`config.mk`:
```
export PLATFORM = sky130hd
export DESIGN_NAME = debug_uart_tx_flat
export DESIGN_NICKNAME = d
export VERILOG_FILES = /design/src/rtl/debug_uart_tx_if.sv /design/src/rtl/debug_uart_tx.sv /design/src/flat_wrapper.sv
export SDC_FILE = /design/constraint.sdc
export NUM_CORES = 1
export LEC_CHECK = 0
export ABC_CLOCK_PERIOD_IN_PS = 2180
export CORE_MARGIN = 2
export CORE_UTILIZATION = 54
export DETAILED_ROUTE_END_ITERATION = 6
export GPL_TIMING_DRIVEN = 0
export PLACE_DENSITY = 0.77
export SYNTH_ARGS = -nofsm -noshare
export SYNTH_HDL_FRONTEND = slang
export SYNTH_SLANG_ARGS = --single-unit
```
`constraint.sdc`:
```
create_clock -name CLK -period 2.18 [get_ports CLK]
set_input_delay 0.436 -clock CLK [delete_from_list [all_inputs] [get_ports CLK]]
set_output_delay 0.436 -clock CLK [all_outputs]
set_load 0.01 [all_outputs]
```
`src/rtl/debug_uart_tx_if.sv`:
```
// Debug-controller side of the UART transmitter: transmit request, frame payload and status.
interface debug_uart_tx_if;
    logic        tx_flag;
    logic [2:0]  mode;
    logic [31:0] data_internal;
    logic        doneSending;
    logic        busy;

    modport master (
        output tx_flag,
        output mode,
        output data_internal,
        input  doneSending,
        input  busy
    );

    modport slave (
        input  tx_flag,
        input  mode,
        input  data_internal,
        output doneSending,
        output busy
    );
endinterface

```
`src/rtl/debug_uart_tx.sv`:
```
// 8N1 UART transmitter for debug replies: one header byte carrying the mode, then the
// 32-bit word MSB byte first; pulses doneSending once the last stop bit is on the line.
module debug_uart_tx #(
    parameter int unsigned freq = 50000000,
    parameter int unsigned baud = 115200
) (
    input  logic           CLK,
    input  logic           RST,
    debug_uart_tx_if.slave dbg,
    output logic           tx_serial
);

    localparam int unsigned CLKS_PER_BIT = freq / baud;
    localparam int unsigned CNT_W        = (CLKS_PER_BIT < 2) ? 1 : $clog2(CLKS_PER_BIT);
    localparam int unsigned FRAME_W      = 40;
    localparam int unsigned IDX_W        = 3;
    localparam logic [4:0]  HDR_TAG      = 5'b10100;

    generate
        if (CLKS_PER_BIT < 2) begin : g_bad_baud
            $error("debug_uart_tx: freq/baud must be at least 2 clocks per bit");
        end
    endgenerate

    typedef enum logic [2:0] {
        IDLE     = 3'd0,
        START    = 3'd1,
        DATA     = 3'd2,
        STOP     = 3'd3,
        DONE     = 3'd4,
        WAIT_LOW = 3'd5
    } state_t;

    state_t             state, state_n;
    logic [CNT_W-1:0]   clk_cnt, clk_cnt_n;
    logic [IDX_W-1:0]   bit_idx, bit_idx_n;
    logic [IDX_W-1:0]   byte_idx, byte_idx_n;
    logic [FRAME_W-1:0] shreg, shreg_n;
    logic               tx_serial_n;
    logic               busy_q, busy_n;
    logic               done_q, done_n;
    logic               last_tick_c;
    logic [CNT_W-1:0]   cnt_inc_c;

    assign dbg.busy        = busy_q;
    assign dbg.doneSending = done_q;

    // State, counters, frame shifter and the registered line/status outputs.
    always_ff @(posedge CLK) begin
        if (!RST) begin
            state     <= IDLE;
            clk_cnt   <= '0;
            bit_idx   <= '0;
            byte_idx  <= '0;
            shreg     <= '0;
            tx_serial <= 1'b1;
            busy_q    <= 1'b0;
            done_q    <= 1'b0;
        end else begin
            state     <= state_n;
            clk_cnt   <= clk_cnt_n;
            bit_idx   <= bit_idx_n;
            byte_idx  <= byte_idx_n;
            shreg     <= shreg_n;
            tx_serial <= tx_serial_n;
            busy_q    <= busy_n;
            done_q    <= done_n;
        end
    end

    assign last_tick_c = (clk_cnt == CNT_W'(CLKS_PER_BIT - 1));
    assign cnt_inc_c   = last_tick_c ? '0 : clk_cnt + CNT_W'(1);

    // Line level is decoded from the current state, so the line trails the state by one
    // clock; busy is raised straight from the latch so it is visible right after it.
    always_comb begin
        state_n     = state;
        clk_cnt_n   = clk_cnt;
        bit_idx_n   = bit_idx;
        byte_idx_n  = byte_idx;
        shreg_n     = shreg;
        tx_serial_n = 1'b1;
        busy_n      = 1'b0;
        done_n      = 1'b0;

        case (state)
            IDLE: begin
                if (dbg.tx_flag) begin
                    // Byte 0 sits in the low bits so the frame streams out by plain right shifts.
                    shreg_n    = {dbg.data_internal[7:0],   dbg.data_internal[15:8],
                                  dbg.data_internal[23:16], dbg.data_internal[31:24],
                                  HDR_TAG, dbg.mode};
                    clk_cnt_n  = '0;
                    bit_idx_n  = '0;
                    byte_idx_n = '0;
                    busy_n     = 1'b1;
                    state_n    = START;
                end
            end

            START: begin
                tx_serial_n = 1'b0;
                busy_n      = 1'b1;
                clk_cnt_n   = cnt_inc_c;
                if (last_tick_c) begin
                    state_n = DATA;
                end
            end

            DATA: begin
                tx_serial_n = shreg[0];
                busy_n      = 1'b1;
                clk_cnt_n   = cnt_inc_c;
                if (last_tick_c) begin
                    shreg_n   = shreg >> 1;
                    bit_idx_n = bit_idx + IDX_W'(1);
                    if (bit_idx == IDX_W'(7)) begin
                        bit_idx_n = '0;
                        state_n   = STOP;
                    end
                end
            end

            STOP: begin
                busy_n    = 1'b1;
                clk_cnt_n = cnt_inc_c;
                if (last_tick_c) begin
                    if (byte_idx < IDX_W'(4)) begin
                        byte_idx_n = byte_idx + IDX_W'(1);
                        state_n    = START;
                    end else begin
                        state_n    = DONE;
                    end
                end
            end

            DONE: begin
                done_n  = 1'b1;
                busy_n  = 1'b1;
                state_n = WAIT_LOW;
            end

            WAIT_LOW: begin
                if (!dbg.tx_flag) begin
                    state_n = IDLE;
                end
            end

            default: begin
                clk_cnt_n  = '0;
                bit_idx_n  = '0;
                byte_idx_n = '0;
                state_n    = IDLE;
            end
        endcase
    end

endmodule
```
`src/flat_wrapper.sv`:
```
// flat-port wrapper written by rule: the top's interface ports become plain ports
module debug_uart_tx_flat 
#(
    parameter int unsigned freq = 50000000,
    parameter int unsigned baud = 115200
)
  (CLK, RST, tx_serial, dbg_tx_flag, dbg_mode, dbg_data_internal, dbg_doneSending, dbg_busy);
  debug_uart_tx_if dbg_i ();
  input  logic CLK;
  input  logic RST;
  output logic tx_serial;
  input wire logic [$bits(dbg_i.tx_flag)-1:0] dbg_tx_flag;
  input wire logic [$bits(dbg_i.mode)-1:0] dbg_mode;
  input wire logic [$bits(dbg_i.data_internal)-1:0] dbg_data_internal;
  output wire logic [$bits(dbg_i.doneSending)-1:0] dbg_doneSending;
  output wire logic [$bits(dbg_i.busy)-1:0] dbg_busy;
  assign dbg_i.tx_flag = dbg_tx_flag;
  assign dbg_i.mode = dbg_mode;
  assign dbg_i.data_internal = dbg_data_internal;
  assign dbg_doneSending = dbg_i.doneSending;
  assign dbg_busy = dbg_i.busy;
  debug_uart_tx #(.freq(freq), .baud(baud)) u_core (.CLK(CLK), .RST(RST), .dbg(dbg_i), .tx_serial(tx_serial));
endmodule
```
# == Word-level counts from Yosys, hierarchy flattened ==
# Index checks and enable logic that the tools add are counted.
# word_totals
regBits,61
word_cells,66
# op_classes
n_reduce_logical,12
magnitude_cmp,1
n_eq_ne,14
muxes,25
n_bitwise,3
n_addsub,3
# op_table
operator,count
2-to-1 mux 40 bit,2
case mux 40 bit (2 select lines),1
2-to-1 mux 3 bit,12
case mux 9 bit (3 select lines),1
2-to-1 mux 9 bit,2
case mux 3 bit (3 select lines),2
case mux 3 bit (6 select lines),1
OR reduction 4 bit,3
inequality test 2 x 1 -> 1 bit (second input constant),5
adder 9 x 1 -> 9 bit (second input constant),1
== test 3 bit (second input constant),3
== test 9 bit (second input constant),1
adder 3 x 1 -> 3 bit (second input constant),2
== test 3 x 2 -> 1 bit (second input constant),2
AND reduction 3 bit,2
AND reduction 6 bit,1
inequality test 2 bit (second input constant),2
case mux 1 bit (2 select lines),2
AND reduction 4 bit,1
== test 3 x 1 -> 1 bit (second input constant),1
logical NOT 3 bit,1
less-than comparator 3 bit (second input constant),1
inverter 1 bit,3
OR reduction 3 bit,1
4 further kinds,5

# == Logic depth before layout (Yosys ltp) ==
# logic_depth
word_depth,4
ltp_mapped,8
mapped_depth_nobuf,6

# == Worst setup path before layout ==
# No wires, ideal clock.
# synth_timing
path_type,register -> register
start,register u_core.clk_cnt[1]
end,register u_core.clk_cnt[1]
required_ns,2.094
arrival_time_ns,1.495
path_stages_with_launch,7
synth_period_minus_slack_ns,1.581
path_buffers,0
path_slack_ns,0.599
cell_sequence,dfxtp_1 > inv_1 > ha_1 > and4b_1 > a221oi_1 > o21ai_2 > a211oi_1
# synth_between
elab_chain_len,3
elab_cells_between_ends,4
cone_classes,add/sub (1); eq/ne (1); mux (2)
# synth_rtl
element,line,text
from (decl),debug_uart_tx.sv:35,"logic [CNT_W-1:0] clk_cnt, clk_cnt_n;"
from (signal assigned),debug_uart_tx.sv:61,clk_cnt <= clk_cnt_n;
adder 9 x 1 -> 9 bit or == test 9 bit (tied branches),"debug_uart_tx.sv:72, debug_uart_tx.sv:71",
2-to-1 mux 9 bit (*),debug_uart_tx.sv:72,assign cnt_inc_c = last_tick_c ? '0 : clk_cnt + CNT_W'(1);
case mux 9 bit (3 select lines) (*),debug_uart_tx.sv:86,case (state)
# Mark *: on every way between the ends. The rest lies on a longest branch, timed or not.
# A chain may end at the register's enable or synchronous reset.

==> out/metrics.csv <==
metric,value,unit
postcts setup bufs,0,
CP max FO,10,
antenna diode count,0,
"Cell Area, Synth",2967,um2
final hold violation count,0,
DR vias/cell,5.841,
row count,26,
syn_nets,388,
Die Y,78.12,um
sequential area share after synthesis,0.4116,
Final #Nets,439,
async set or reset register ratio after synthesis,0,
Cell variety after synth,50,
Post-route DRC,0,
die area,6103,um2
clock latency on the worst-skew pair,0.34,ns
Placeable Area,5205,um2
WP data arrival,2.19,ns
ys flop type,dfxtp_1,
CTS tree,built,
synth-to-layout area growth,24.04,%
initial DRC count,119,
worst-case vdd ir drop,0.0006786,V
Root Driver,clkbuf_8,
"most used cell, CP",clkbuf_1,
clock skew,0.003738,ns
Util after Layout,0.7070,
initial antenna violation count,0,
CP endpoint kind,register,
Routed Wire Length,6.854,mm
fill count,425,
layout cells sized above 1,0.1122,
Finish-stage setup viols,0,
Slew HR,0.6391,
worst-path cell with the longest stage delay,clkdlybuf4s50_1,
Least-Margin Pin Slew,0.5414,ns
CTS max path bufs,2,
status,"finished, final reports clean",
Initial Utilization,0.5700,
H-tree depth,3,
global route overflow,0,
remaining antenna violation count after routing,0,
Hold WS,0.4705,ns
global placement routability congestion,0.8820,
Top delay family on crit path,buffers and inverters,
hpwl dp,4.644,mm
Seq cells post-synth,61,
Clock Sinks,61,
Startpoint Class,input port,
cts bufs inserted,9,
first-pass GRT wire length,11.54,mm
"EDFF count, synth",0,
"Req. time, crit path",2.44,ns
RSZ-0062 raised after global routing,no,
Tot GR Track Use,0.2340,
worst hold path type,reg2reg,
"Min Clock Period, post-route",1.929,ns
fin. max-slew vios,0,
Port-buffer cells,40,
Worst Path Buf+Inv,3,
Fmax,518.4,MHz
Vias,2751,
Leak,1.445,nW
crit path cell chain,"clkdlybuf4s50_1, clkbuf_1, clkbuf_1, o221ai_1, nor3_1",
mean cell area of the mapped netlist,8.599,um2
P per Cell Area,876.9,nW/um2
largest net degree at the start of global routing,11,
Avg WL per Cell,14.55,um
synth warn,0,
First-pass DRT Iterations,4,
CTS Hold Bufs,0,
clk slew on worst S/H paths,0.07,ns
post-CTS sizing,0,
number of global-route vias before repair,2540,
WS Path Type,in2reg,
io pins,41,
fin crit share,0.8848,
max cap viols,0,
post-synthesis instance total,345,
Die Wd,78.12,um
slowest cell delay on critical path,0.49,ns
## worst min-delay path, cell delays in order, from the launching register on
cell     delay [ns]
dfxtp_1        0.31
nand2_1        0.05
mux2i_1        0.06
## cell usage in the layout, fill, tap and decap left out, drive strengths merged, types with 4 or more instances in the layout
cell type      synthesis  final
nor2                  85     85
dfxtp                 61     61
clkdlybuf4s50          0     40
nor3                  35     35
o221ai                34     34
clkbuf                14     26
buf                   13     13
nand3                 10     10
nand2                  9      9
inv                    8      8
o21ai                  6      6
nand4                  5      5
o21a                   5      5
xor2                   5      5
ha                     5      5
and3                   4      4
or3                    4      4
mux2i                  4      4
## path summary, 6_finish.rpt
check / start / to / slack (ns) / cells after the start
setup / recovery: RST / u_core.shreg[16] / 0.25 / 5
hold reg to reg: u_core.byte_idx[1] / u_core.byte_idx[1] / 0.47 / 2
setup reg to reg: u_core.clk_cnt[0] / u_core.shreg[36] / 0.28 / 7
hold / removal: u_core.byte_idx[1] / u_core.byte_idx[1] / 0.47 / 2
## power breakdown
part           internal [W]  switching (W)
logic              0.000327       0.000393
clock network      0.000703       0.000441
registers           0.00126       0.000105
total               0.00229       0.000939
## logic make-up after synthesis
family / count (synthesis) / synth area share
buffers and inverters: 35 / 0.06200
XOR/XNOR: 7 / 0.02067
AND/OR/NAND/NOR: 170 / 0.2919
adder cells (fa/ha/maj): 5 / 0.02109
AO/OA/AOI/OAI: 63 / 0.1793
flip-flops: 61 / 0.4116
multiplexers: 4 / 0.01350
## metrics by stage
step | instance area, um2 | power, W | setup WS [ns] | std cells | setup TNS [ns]
3_5_place_dp | 3455 | 0.002098 | -0.09757 | 455 | -1.283
6_report | 3680 | 0.003227 | 0.2511 | 471 | 0
4_1_cts | 3680 | 0.003235 | 0.2566 | 471 | 0
3_3_place_gp | 3455 | 0.002076 | -0.03829 | 455 | -0.5363
5_1_grt | 3680 | 0.003380 | 0.06031 | 471 | 0
2_1_floorplan | 2967 | 0.001872 | 0.5992 | 345 | 0
## area by class of cell
| type | count | area [um2] | share of cell area |
|---|---|---|---|
| plain buffers | 27 | 153.9 | 0.04182 |
| clock buffers | 12 | 155.1 | 0.04216 |
| clock inverters | 4 | 70.07 | 0.01904 |
| inverters | 8 | 30.03 | 0.008160 |
| multi-input cells | 249 | 1562 | 0.4243 |
| flip-flops and latches | 61 | 1221 | 0.3319 |
| well taps | 70 | 87.58 | 0.02380 |
| repair buffers | 40 | 400.4 | 0.1088 |
## flip-flops by register name, summed over array words and instances (netlist names)
register,flops
u_core.dbg.doneSending,1
u_core.state,3
u_core.shreg,40
u_core.bit_idx,3
u_core.dbg.busy,1
u_core.clk_cnt,9
u_core.byte_idx,3
u_core.tx_serial,1
## cells in the mapped netlist (all sizes together), types with 2 or more instances
cell | instances | area, um2
inv | 8 | 30.03
mux2i | 4 | 40.04
xnor2 | 2 | 17.52
a21oi | 2 | 10.01
o221a | 2 | 22.52
a31oi | 2 | 12.51
nor2 | 85 | 319.1
ha | 5 | 62.56
and3 | 4 | 25.02
nand2b | 2 | 12.51
and2 | 2 | 12.51
buf | 13 | 101.3
o21ai | 6 | 33.78
dfxtp | 61 | 1221
a21boi | 2 | 15.01
nand3b | 2 | 15.01
o221ai | 34 | 297.8
nand3 | 10 | 50.05
nor3 | 35 | 215.2
nand4 | 5 | 31.28
xor2 | 5 | 43.79
and4 | 2 | 17.52
or3 | 4 | 25.02
clkbuf | 14 | 52.55
nand2 | 9 | 33.78
o21a | 5 | 37.54
## per-layer routing
| metal | wire length (um) | track usage |
|---|---|---|
| met1 | 3266 | 0.3198 |
| met3 | 304 | 0.04023 |
| met4 | 131 | 0.1070 |
| met5 | 0 | 0 |
| met2 | 3152 | 0.3621 |
(Power assumes the default switching activity.)
==> variant 1, RTL diff (same flow settings) <==
Encoding of `state_t`: now one-hot (6 bits for 6 states).
--- a/src/rtl/debug_uart_tx.sv
+++ b/src/rtl/debug_uart_tx.sv
@@ -23,11 +23,11 @@
     endgenerate
 
-    typedef enum logic [2:0] {
-        IDLE     = 3'd0,
-        START    = 3'd1,
-        DATA     = 3'd2,
-        STOP     = 3'd3,
-        DONE     = 3'd4,
-        WAIT_LOW = 3'd5
+    typedef enum logic [5:0] {
+        IDLE     = 6'b000001,
+        START    = 6'b000010,
+        DATA     = 6'b000100,
+        STOP     = 6'b001000,
+        DONE     = 6'b010000,
+        WAIT_LOW = 6'b100000
     } state_t;
 
Function: same outputs for any inputs over 10 cycles, from zero or initial values and one cycle with RST low; not proved beyond that.
==> variant 1 against the unedited design <==
Synthesized area up 11%. Sequential cell count rose by 3. Routed wire length grew 9.0%. Largest cell class unchanged. Setup slack lost 0.15 ns. Highest routed layer unchanged. Die area rose by 10%. Cell area grew 8.3%. Non-clock buffer count up 5.
Power is not compared: it rests on default switching activity, and its combinational part moved more than twofold at a synthesized area within 25%.
==> variant 1: results (changes against the unedited design) <==
| Metric | Value |
|---|---|
| Most frequent cells after synthesis | `nand2_1, dfxtp_1, nand4_1` |
| YS warnings | `0 (unchanged)` |
| Slew @ Worst Pin | `0.621 ns (+0.0794 ns)` |
| Hold path depth | `2 (unchanged)` |
| Cts bufs inserted | `9 (unchanged)` |
| Vias in the first global route | `2,639 (+3.9%)` |
| Vias per inst | `5.84 (about the same)` |
| NumNets Final | `470 (+7.1%)` |
| Largest net degree at the start of global routing | `11 (unchanged)` |
| Syn Nets | `419 (+8.0%)` |
| Hold Crit Class | `in2reg` |
| Leading post-synthesis cells by cell area | `dfxtp_1, o211a_1, nand2_1` |
| First-pass GRT wire length | `12,100 µm (+4.8%)` |
| CP delay by family, top | `simple AND/OR/NAND/NOR gates` |
| Hold Path End | `u_core.dbg.doneSending$_SDFF_PN0_` |
| Synth cell types | `53 (+6.0%)` |
| Path depth of the worst reg2reg path | `7 (unchanged)` |
| Routability Congestion | `0.880 (-0.22%)` |
| GRT Total Usage | `23.2% (-0.23 points)` |
| Synth Flop Type | `dfxtp_1` |
| Crit path DAT | `2.31 ns (+0.12 ns)` |
| Slowest cell on crit path | `or4_4` |
| Pre-CTS setup slack | `0.0195 ns (+0.117 ns)` |
| Status | `completed` |
| VDD IR max | `699 µV` |
| I/O Buffers | `39 (-2.5%)` |
| Share of the yosys chip area belonging to registers | `39.1% (-2.1 points)` |
| Placed cell areas | `0.00376 mm² (+8.9%)` |
| CTS root buffer | `clkbuf_8` |
| First-pass DRT Iterations | `4 (unchanged)` |
| Largest regs | `u_core.shreg: 40 flops, u_core.clk_cnt: 9 flops, u_core.state: 6 flops` |
| Initial antenna violation count | `0 (unchanged)` |
| Min-delay src | `RST` |
| CP max stage delay | `0.58 ns (+0.09 ns)` |
| Worst R2R End | `u_core.shreg[24]$_SDFFE_PN0P_` |
| # H-tree levels | `3 (unchanged)` |
| Clk_skew | `0.00703 ns (+0.00329 ns)` |
| R2r startpoint | `u_core.state[5]$_SDFFE_PN0P_` |
| Clk buf depth | `2 (unchanged)` |
| Latest clock arrival within the worst-skew pair | `0.33 ns` |
| Worst reg2reg setup slack | `0.10 ns (-0.18 ns)` |
| Drt initial violations | `119 (unchanged)` |
| Post-synth ARST share | `0% (unchanged)` |
| Leakage power | `1.88 nW` |
| Crit Path Max Fanout | `10 (unchanged)` |
| Final HPWL DP | `5210 µm (+12%)` |
| Antenna Cells | `0 (unchanged)` |
| Clock slew at reported path FFs | `0.07 ns (about the same)` |
| Layout cell share with drive strength beyond 1 | `12.8% (+1.5 points)` |
| Final wirelength | `7470 µm (+9.0%)` |
## variant 1: how the worst max path moves through the flow
stage	startpoint	endpoint	slack, ns	cells past startpoint
after floorplan	u_core.clk_cnt[2]$_SDFFE_PN0P_	u_core.state[5]$_SDFFE_PN0P_	0.29	5
after global placement	dbg_tx_flag	u_core.state[1]$_SDFFE_PN0P_	-0.006	5
after detailed placement	dbg_tx_flag	u_core.state[5]$_SDFFE_PN0P_	0.02	5
after CTS	u_core.state[5]$_SDFFE_PN0P_	u_core.shreg[15]$_SDFFE_PN0P_	0.02	7
after global routing	u_core.state[1]$_SDFFE_PN0P_	u_core.shreg[20]$_SDFFE_PN0P_	0.02	8
final	u_core.state[5]$_SDFFE_PN0P_	u_core.shreg[24]$_SDFFE_PN0P_	0.10	7
## variant 1: routing by layer
layer	vias to the layer above	global-route usage [%]	wire, µm
met4	0	7.00	83
met5	-	0	0
li1	1473	-	-
met2	78	37.2	3590
met3	10	4.95	326
met1	1396	31.3	3480
## variant 1: cell families after synthesis
group	synth area share, %
AOI/OAI and AO/OA	21.1
adders and majority gates	1.91
buffers and inverters	7.44
xor gates and xnor gates	1.87
muxes	1.49
DFF	39.1
and+or+nand+nor	27.2
## variant 1: cell type report
class	instances	area, µm²
Tap cell	75	93.8
Fill cell	489	1900
Timing Repair Buffer	40	398
Multi-Input combinational cell	274	1760
Inverter	6	22.5
Buffer	32	225
Clock buffer	12	165
Clock inverter	3	40.0
Sequential cell	64	1280
## variant 1: worst register-to-register path: stages (launching register included)
cell and delay, ns:
dfxtp_1 0.30, buf_4 0.16, or4_4 0.58, nor2_4 0.19
mux2_4 0.23, buf_2 0.24, nand4_1 0.13, o211a_1 0.15
## variant 1: what timing repair did
| item | 4_1_cts | 5_1_grt |
|---|---|---|
| buffers inserted | 0 | 1 |
| resized for setup | 0 | 7 |
| endpoints found under the setup margin | 0 | 33 |
## variant 1: power breakdown
part | total [mW] | internal [mW] | switching [mW]
Clock | 1.05 | 0.612 | 0.436
Sequential | 1.78 | 1.56 | 0.218
Combinational | 1.63 | 0.758 | 0.873
## variant 1: metrics by stage
| step | total power, mW | utilization, % | cells | hold WS, ns |
|---|---|---|---|---|
| after global placement | 3.33 | 63.9 | 490 | 0.447 |
| after floorplan | 2.97 | - | 376 | 0.433 |
| after detailed placement | 3.39 | 63.9 | 490 | 0.453 |
| final | 4.45 | 67.7 | 506 | 0.375 |
| after global routing | 4.72 | 67.7 | 506 | 0.354 |
| after CTS | 4.45 | 67.4 | 505 | 0.359 |
==> variant 2, RTL diff (config.mk and constraints unchanged) <==
Without the edit above. `baud` is set to 115200 in 2 places; all go to 28800.
--- a/src/rtl/debug_uart_tx.sv
+++ b/src/rtl/debug_uart_tx.sv
@@ -3,5 +3,5 @@
 module debug_uart_tx #(
     parameter int unsigned freq = 50000000,
-    parameter int unsigned baud = 115200
+    parameter int unsigned baud = 28800
 ) (
     input  logic           CLK,
--- a/src/flat_wrapper.sv
+++ b/src/flat_wrapper.sv
@@ -3,5 +3,5 @@
 #(
     parameter int unsigned freq = 50000000,
-    parameter int unsigned baud = 115200
+    parameter int unsigned baud = 28800
 )
   (CLK, RST, tx_serial, dbg_tx_flag, dbg_mode, dbg_data_internal, dbg_doneSending, dbg_busy);
Function: no difference found for any inputs over 10 cycles, from zero or initial values and one cycle with RST low; that may be too few to reach the edited logic, so the function may still have changed.
==> variant 2 against the unedited design <==
Non-clock buffer count is 7 higher. Critical path depth is 1 higher. Synthesized area shrank 0.89%. Sequential cell count rose by 2. Setup slack got worse by 0.12 ns. Routed wire length increased by 1.2%. Cell area is 1.1% lower. Sequential share of layout area up 1.5 points. Critical path type unchanged. Critical endpoint is now u_core.shreg[13]$_SDFFE_PN0P_. Largest cell class unchanged.
Power is not compared: it rests on default switching activity, and its combinational part moved more than twofold at a synthesized area within 25%.
==> variant 2: results (changes against the unedited design) <==
| Metric | Value |
|---|---|
| Post-synthesis mux area share | `0% (-1.3 points)` |
| Post-synthesis compound-gate area fraction | `19.9% (+2.0 points)` |
| Placed cell areas | `0.00343 mm² (-0.76%)` |
| Layout cell share with drive strength beyond 1 | `9.71% (-1.5 points)` |
| Syn Nets | `397 (+2.3%)` |
| GRT Total Usage | `23.8% (+0.40 points)` |
| NumNets Final | `449 (+2.3%)` |
| Vias | `2,820 (+2.5%)` |
| Share of the yosys chip area belonging to registers | `42.9% (+1.7 points)` |
| Xor-xnor portion of the synthesized cell area | `2.68% (+0.61 points)` |
| Clk_skew | `0.00831 ns (+0.00458 ns)` |
| Leading post-synthesis cells by cell area | `dfxtp_1, a311oi_1, nand2_1` |
| Drt initial violations | `159 (+34%)` |
| Status | `completed` |
| Post-synthesis adder-cell area fraction | `1.70% (-0.41 points)` |
| Most frequent cells after synthesis | `nand2_1, dfxtp_1, nor3_1` |
| Largest regs | `u_core.shreg: 40 flops, u_core.clk_cnt: 11 flops` |
| Slowest cell on crit path | `clkdlybuf4s50_1` |
| Final wirelength | `6930 µm (+1.2%)` |
| Final HPWL DP | `4810 µm (+3.6%)` |
| Max-slew headroom | `63.2% (-0.66 points)` |
| Synth cell types | `48 (-4.0%)` |
| CP max stage delay | `0.63 ns (+0.14 ns)` |
| Vias in the first global route | `2,578 (+1.5%)` |
| First-pass DRT Iterations | `6 (+2)` |
| Crit path DAT | `2.29 ns (+0.10 ns)` |
[variant 2: worst register-to-register path, delay by kind of cell (launching register included)]
kind | cells | cell delay (ns)
and+or+nand+nor | 3 | 0.77
DFF | 1 | 0.31
AOI/OAI and AO/OA | 1 | 0.25
buffers and inverters | 3 | 0.59
[variant 2: metrics by stage]
step	setup slack, ns	cells	utilization [%]	setup TNS (ns)
after floorplan	0.384	355	-	0
after global placement	-0.459	465	66.3	-13.62
after detailed placement	-0.504	465	66.3	-14.81
after CTS	0.0571	481	69.9	0
after global routing	-0.00463	482	70.4	-0.00463
final	0.135	482	70.4	0
[variant 2: path summary, 6_finish.rpt]
kind | startpoint | slack (ns) | cells after the start | end
setup / recovery | dbg_tx_flag | 0.13 | 6 | u_core.shreg[13]$_SDFFE_PN0P_
hold / removal | u_core.shreg[6]$_SDFFE_PN0P_ | 0.46 | 2 | u_core.shreg[6]$_SDFFE_PN0P_
setup reg to reg | u_core.state[1]$_SDFFE_PN0P_ | 0.17 | 7 | u_core.shreg[32]$_SDFFE_PN0P_
hold reg to reg | u_core.shreg[6]$_SDFFE_PN0P_ | 0.46 | 2 | u_core.shreg[6]$_SDFFE_PN0P_
[variant 2: cell type report]
cell class / count / area [µm²] / area share [%]
multi-input cells: 255 / 1530 / 42.1
flip-flops and latches: 63 / 1260 / 34.6
repair buffers: 42 / 415 / 11.4
clock buffers: 13 / 159 / 4.36
plain buffers: 32 / 154 / 4.23
well taps: 70 / 87.6 / 2.41
clock inverters: 3 / 17.5 / 0.481
inverters: 4 / 15.0 / 0.412
[variant 2: metal layers]
layer | track usage [%] | part of all wire (%) | vias up
met5 | 0 | 0 | -
li1 | - | - | 1400
met3 | 4.30 | 4.8 | 13
met4 | 10.2 | 2.1 | 0
met1 | 33.1 | 47 | 1323
met2 | 36.0 | 46 | 84
